===== src/rtl/paddle_cmd_gen.sv =====
// Player button front end: two raw push-buttons become clean, mutually exclusive
// UP/DOWN move pulses with hold-to-repeat. Pipeline: sync -> debounce -> arbitrate -> repeat FSM.
module paddle_cmd_gen #(
    parameter int unsigned DEBOUNCE_CYC  = 750000,
    parameter int unsigned REPEAT_DELAY  = 22500000,
    parameter int unsigned REPEAT_PERIOD = 3750000,
    parameter int unsigned PULSE_W       = 4
) (
    input  logic CLK,
    input  logic RST,
    input  logic BTN_UP,
    input  logic BTN_DOWN,
    output logic UP,
    output logic DOWN,
    output logic HELD
);

    localparam int unsigned DB_W  = $clog2(DEBOUNCE_CYC + 1);
    localparam int unsigned RPT_W = $clog2(REPEAT_DELAY + 1);
    localparam int unsigned GAP_W = $clog2(2 * PULSE_W + 1);

    typedef enum logic [1:0] {
        S_IDLE,
        S_FIRST,
        S_DELAY,
        S_REPEAT
    } state_t;

    // Index 0 is the up button, index 1 the down button.
    logic [1:0]           btn_raw;
    logic [1:0][1:0]      sync_q, sync_d;
    logic [1:0]           db_q, db_d;
    logic [1:0][DB_W-1:0] db_cnt_q, db_cnt_d;

    state_t               state_q, state_d;
    logic                 dir_dn_q, dir_dn_d;
    logic [RPT_W-1:0]     rpt_cnt_q, rpt_cnt_d;
    logic                 held_q, held_d;

    logic                 pend_q, pend_d;
    logic                 pend_dn_q, pend_dn_d;
    logic                 pulse_dn_q, pulse_dn_d;
    logic [GAP_W-1:0]     gap_cnt_q, gap_cnt_d;
    logic                 up_q, up_d;
    logic                 down_q, down_d;

    logic                 req_up, req_dn, dir_req;
    logic                 start, start_dn, fire, active;

    assign btn_raw = {BTN_DOWN, BTN_UP};

    always_comb begin
        sync_d   = sync_q;
        db_d     = db_q;
        db_cnt_d = '0;
        for (int unsigned i = 0; i < 2; i++) begin
            sync_d[i] = {sync_q[i][0], btn_raw[i]};
            if (sync_q[i][1] != db_q[i]) begin
                if (db_cnt_q[i] == DB_W'(DEBOUNCE_CYC - 1)) begin
                    db_d[i] = ~db_q[i];
                end else begin
                    db_cnt_d[i] = db_cnt_q[i] + DB_W'(1);
                end
            end
        end
    end

    assign req_up  = db_q[0] & ~db_q[1];
    assign req_dn  = db_q[1] & ~db_q[0];
    assign dir_req = dir_dn_q ? req_dn : req_up;

    // The first pulse and the repeat countdown are launched on the IDLE exit edge,
    // so the pulse appears one cycle after the request and FIRST only hands over to DELAY.
    always_comb begin
        state_d   = state_q;
        dir_dn_d  = dir_dn_q;
        rpt_cnt_d = rpt_cnt_q;
        start     = 1'b0;
        start_dn  = dir_dn_q;
        case (state_q)
            S_IDLE: begin
                if (req_up || req_dn) begin
                    dir_dn_d  = req_dn;
                    start     = 1'b1;
                    start_dn  = req_dn;
                    rpt_cnt_d = RPT_W'(REPEAT_DELAY);
                    state_d   = S_FIRST;
                end
            end
            default: begin
                if (!dir_req) begin
                    state_d = S_IDLE;
                end else if (rpt_cnt_q == RPT_W'(1)) begin
                    start     = 1'b1;
                    rpt_cnt_d = RPT_W'(REPEAT_PERIOD);
                    state_d   = S_REPEAT;
                end else begin
                    rpt_cnt_d = rpt_cnt_q - RPT_W'(1);
                    if (state_q == S_FIRST) begin
                        state_d = S_DELAY;
                    end
                end
            end
        endcase
        held_d = (state_d == S_DELAY) || (state_d == S_REPEAT);
    end

    // gap_cnt spans pulse plus mandatory low time; a start is only allowed once it
    // reaches zero, otherwise the most recent start request waits in the pending slot.
    always_comb begin
        gap_cnt_d  = (gap_cnt_q == '0) ? '0 : gap_cnt_q - GAP_W'(1);
        pend_d     = pend_q;
        pend_dn_d  = pend_dn_q;
        pulse_dn_d = pulse_dn_q;
        fire       = 1'b0;
        if (start) begin
            if (gap_cnt_q == '0) begin
                fire       = 1'b1;
                pulse_dn_d = start_dn;
                pend_d     = 1'b0;
            end else begin
                pend_d    = 1'b1;
                pend_dn_d = start_dn;
            end
        end else if (pend_q && (gap_cnt_q == '0)) begin
            fire       = 1'b1;
            pulse_dn_d = pend_dn_q;
            pend_d     = 1'b0;
        end
        if (fire) begin
            gap_cnt_d = GAP_W'(2 * PULSE_W - 1);
        end
        active = (gap_cnt_d >= GAP_W'(PULSE_W));
        up_d   = active & ~pulse_dn_d;
        down_d = active & pulse_dn_d;
    end

    always_ff @(posedge CLK or posedge RST) begin
        if (RST) begin
            sync_q     <= '0;
            db_q       <= '0;
            db_cnt_q   <= '0;
            state_q    <= S_IDLE;
            dir_dn_q   <= 1'b0;
            rpt_cnt_q  <= '0;
            held_q     <= 1'b0;
            pend_q     <= 1'b0;
            pend_dn_q  <= 1'b0;
            pulse_dn_q <= 1'b0;
            gap_cnt_q  <= '0;
            up_q       <= 1'b0;
            down_q     <= 1'b0;
        end else begin
            sync_q     <= sync_d;
            db_q       <= db_d;
            db_cnt_q   <= db_cnt_d;
            state_q    <= state_d;
            dir_dn_q   <= dir_dn_d;
            rpt_cnt_q  <= rpt_cnt_d;
            held_q     <= held_d;
            pend_q     <= pend_d;
            pend_dn_q  <= pend_dn_d;
            pulse_dn_q <= pulse_dn_d;
            gap_cnt_q  <= gap_cnt_d;
            up_q       <= up_d;
            down_q     <= down_d;
        end
    end

    assign UP   = up_q;
    assign DOWN = down_q;
    assign HELD = held_q;

endmodule


===== config.mk =====
export PLATFORM = sky130hd
export DESIGN_NAME = paddle_cmd_gen
export DESIGN_NICKNAME = d
export VERILOG_FILES = /design/src/rtl/paddle_cmd_gen.sv
export SDC_FILE = /design/constraint.sdc
export NUM_CORES = 1
export LEC_CHECK = 0
export ABC_AREA = 0
export CAP_MARGIN = 20
export CORE_ASPECT_RATIO = 0.6
export CORE_MARGIN = 2
export CORE_UTILIZATION = 40
export CTS_CLUSTER_DIAMETER = 60
export CTS_CLUSTER_SIZE = 8
export DETAILED_ROUTE_END_ITERATION = 6
export GPL_TIMING_DRIVEN = 0
export REMOVE_ABC_BUFFERS = 1
export SYNTH_ARGS = -nofsm -noshare
export SYNTH_HDL_FRONTEND = slang
export SYNTH_SLANG_ARGS = --single-unit

===== constraint.sdc =====
create_clock -name CLK -period 6.2 [get_ports CLK]
set_input_delay 1.24 -clock CLK [delete_from_list [all_inputs] [get_ports CLK]]
set_output_delay 1.24 -clock CLK [all_outputs]
set_load 0.05 [all_outputs]

==> impl_results.md <==
* Fin. Hold Viols at 0
* Top-count cell post-synth: dfrtp_1
* Max_cap viols at 0
* Avg Inst Size Synth at 9.56 sq um
* Gpl congestion at 0.897
* CTS Sinks at 84
* RSZ-0062 raised after global routing: false
* Area after DPL at 4490 sq um
* Status: completed
* WP data required at approximately 6.4 ns
* Die X at roughly 140 um
* Core Region at 10500 sq um
* N_diodes at 0
* Total power at approximately 1.1 mW
* Synth Flop Type: dfrtp_1
* Final ANT Viol Nets at 0
* WL final at 9.03 mm
* CTS Buf Count at 9
* Final Cycle Share at a little over two fifths
* Placed cells at between 500 and 600
* Worst-Margin Slew at roughly 0.71 ns
* CP max FO at 17
* Setup TNS at 0 ns
* # DRC at 0
* Root buffer cell: clkbuf_16
* Vias per inst at 5.55
* Register area share after synthesis at 49.4%
* Hold-fix buffers, CTS at 0
* Final setup viols at 0
* Peak supply drop at ~170 uV
* Post-synth top cells: 84 x dfrtp_1, 67 x nor2_1, 32 x nand2_1
* Yosys top cell area share at around half
* Critical Path End Type: flip-flop
* TritonCTS clock tree: yes
* # rows at 29
* Post-route insts no fill at approximately 600
* CP Data Arrival Time at 2.94 ns
* Max Slew Vio Count at 0
* Fmax at about 0.37 GHz
* Setup ws final at 3.49 ns
* Number of H-tree levels at 3
* GRT Util Overall at around 18%
* Die height at 83.9 um
* Hold crit path type: reg -> reg
* Post-CTS Setup Bufs at 0
* Post-Syn Instances at around 450
* Pwr/cell area at 239 nW/um^2
* Pre-CTS setup slack at approximately 3.5 ns
* Finished Cell Area at ~4800 sq um
* Starting DRC count in detailed routing at ~300
* WL/cell at ~15 um
* Tmin final at approximately 2.7 ns
* Clk pin slew, worst setup/hold paths at roughly 0.06 ns
* Mapped Area at between 4000 and 5000 sq um
* Vias in the first global route at 3076
* Clock Skews at between 0.007 and 0.008 ns
* PortBufs at 6
* Area Overhead vs Synth at 12.8%
* Post-synth ARST share at between 90% and 100%
* First-pass GRT wire length at approximately 16 mm
* Post-synth EDFFs at 0
* Initial core utilization at 40.7%
* Via count at ~3.3k
* Layout cells sized above 1 at around 7.6%
* Worst skew pair latency at around 0.34 ns
* DRT Pass-1 Iters at 5
* Synthesis Warnings at 0
* Yosys reg bits at 84
* Antenna violations before repair at 0
* I/O pin cnt at 7
* Fin nets at between 400 and 500
* Largest net degree at the start of global routing at between 60 and 70
* Die ar. at approximately 12000 sq um
* Post-synthesis cell type count at 60
* Slew headroom at around 52%
* Ranking of synthesized cells by area: dfrtp_1 49%, nor2_1 5.9%, xnor2_1 5.4%
* Clock Tree Buf Depth at 2
* Area leader, netlist: dfrtp_1
* Post-CTS Resized at 0
* Startpoint Class: flip-flop
* Leak Pwr at 2.09 nW
* Total grt overflow at 0
* Dpl hpwl at approximately 6.3 mm
* Crit Path Class: reg -> reg
## cell usage in the layout, fill, tap and decap left out, drive strengths merged, types with 2 or more instances in the layout
cell type,n
a31oi,6
nor4bb,2
buf,3
and4,3
or3,4
nand4,10
o41ai,4
xor2,16
or2,4
inv,18
or3b,2
o21a,4
nor3b,2
nand2,32
a21oi,22
ha,6
xnor2,26
nor2,67
o21ai,20
nor3,21
and2,2
clkbuf,12
and3,4
or4,10
nor4,11
clkinv,3
clkdlybuf4s50,6
nand3,21
mux2i,2
mux2,3
o211a,3
a21o,2
bufinv,2
nand2b,3
dfrtp,84
## path summary, 6_finish.rpt
path,from,endpoint,slack [ns],cells after the start
max in group asynchronous,RST,pend_q,4.40,3
setup / recovery,db_q[0],rpt_cnt_q[7],3.49,7
min in group asynchronous,RST,rpt_cnt_q[24],1.21,2
hold reg to reg,sync_d[3],sync_q[3],0.35,0
setup reg to reg,db_q[0],rpt_cnt_q[7],3.49,7
hold / removal,sync_d[3],sync_q[3],0.35,0
## logic make-up after synthesis
family / after synthesis / synth area share [%]
adders and majority gates: 6 / 1.76
AOI/OAI and AO/OA: 77 / 12.0
xor gates and xnor gates: 42 / 8.65
and+or+nand+nor: 201 / 24.1
DFF: 84 / 49.4
muxes: 5 / 1.26
buffers and inverters: 30 / 2.88
## sequential cells by signal, summed over array words and instances, names as in the netlist
| name | cells |
|---|---|
| sync_q | 2 |
| gap_cnt_q | 4 |
| db_q | 2 |
| sync_d | 2 |
| pend_dn_q | 1 |
| UP | 1 |
| db_cnt_q | 40 |
| HELD | 1 |
| rpt_cnt_q | 25 |
| pulse_dn_q | 1 |
| dir_dn_q | 1 |
| pend_q | 1 |
| DOWN | 1 |
| state_q | 2 |
## layer usage
metal / vias to the layer above / track usage [%] / routed length [um]
li1: 1600 / - / -
met5: - / 0 / 0
met4: 0 / 4.50 / 88
met1: 1610 / 28.7 / 4820
met3: 8 / 4.37 / 643
met2: 103 / 22.4 / 3470
## stage by stage
step | hold WS (ns) | util, %
2_1_floorplan | 0.331 | -
5_1_grt | 0.361 | 45.9
4_1_cts | 0.358 | 45.9
3_5_place_dp | 0.338 | 43.0
6_report | 0.355 | 45.9
3_3_place_gp | 0.340 | 42.5
## power by group
part	total [mW]	switching [mW]	internal [mW]
clock	0.566	0.213	0.353
combinational	0.0262	0.0183	0.00792
sequential	0.557	0.00388	0.553
## final cells by class
| type | instances | area (sq um) |
|---|---|---|
| multi-input combinational | 331 | 2030 |
| timing repair buffer | 9 | 110 |
| clock buffer | 12 | 236 |
| clock inverter | 4 | 73.8 |
| sequential | 84 | 2100 |
| inverter | 19 | 73.8 |
| fill | 985 | 5650 |
| tap | 139 | 174 |
## worst max-delay path, cell delays in order, from the launching register on
cell	delay, ns
dfrtp_1	0.38
inv_1	0.07
ha_1	0.20
mux2i_1	0.27
or2_2	0.32
clkinv_1	0.48
o21a_1	0.47
a221o_1	0.40
Power figures use the tool's default switching activity.
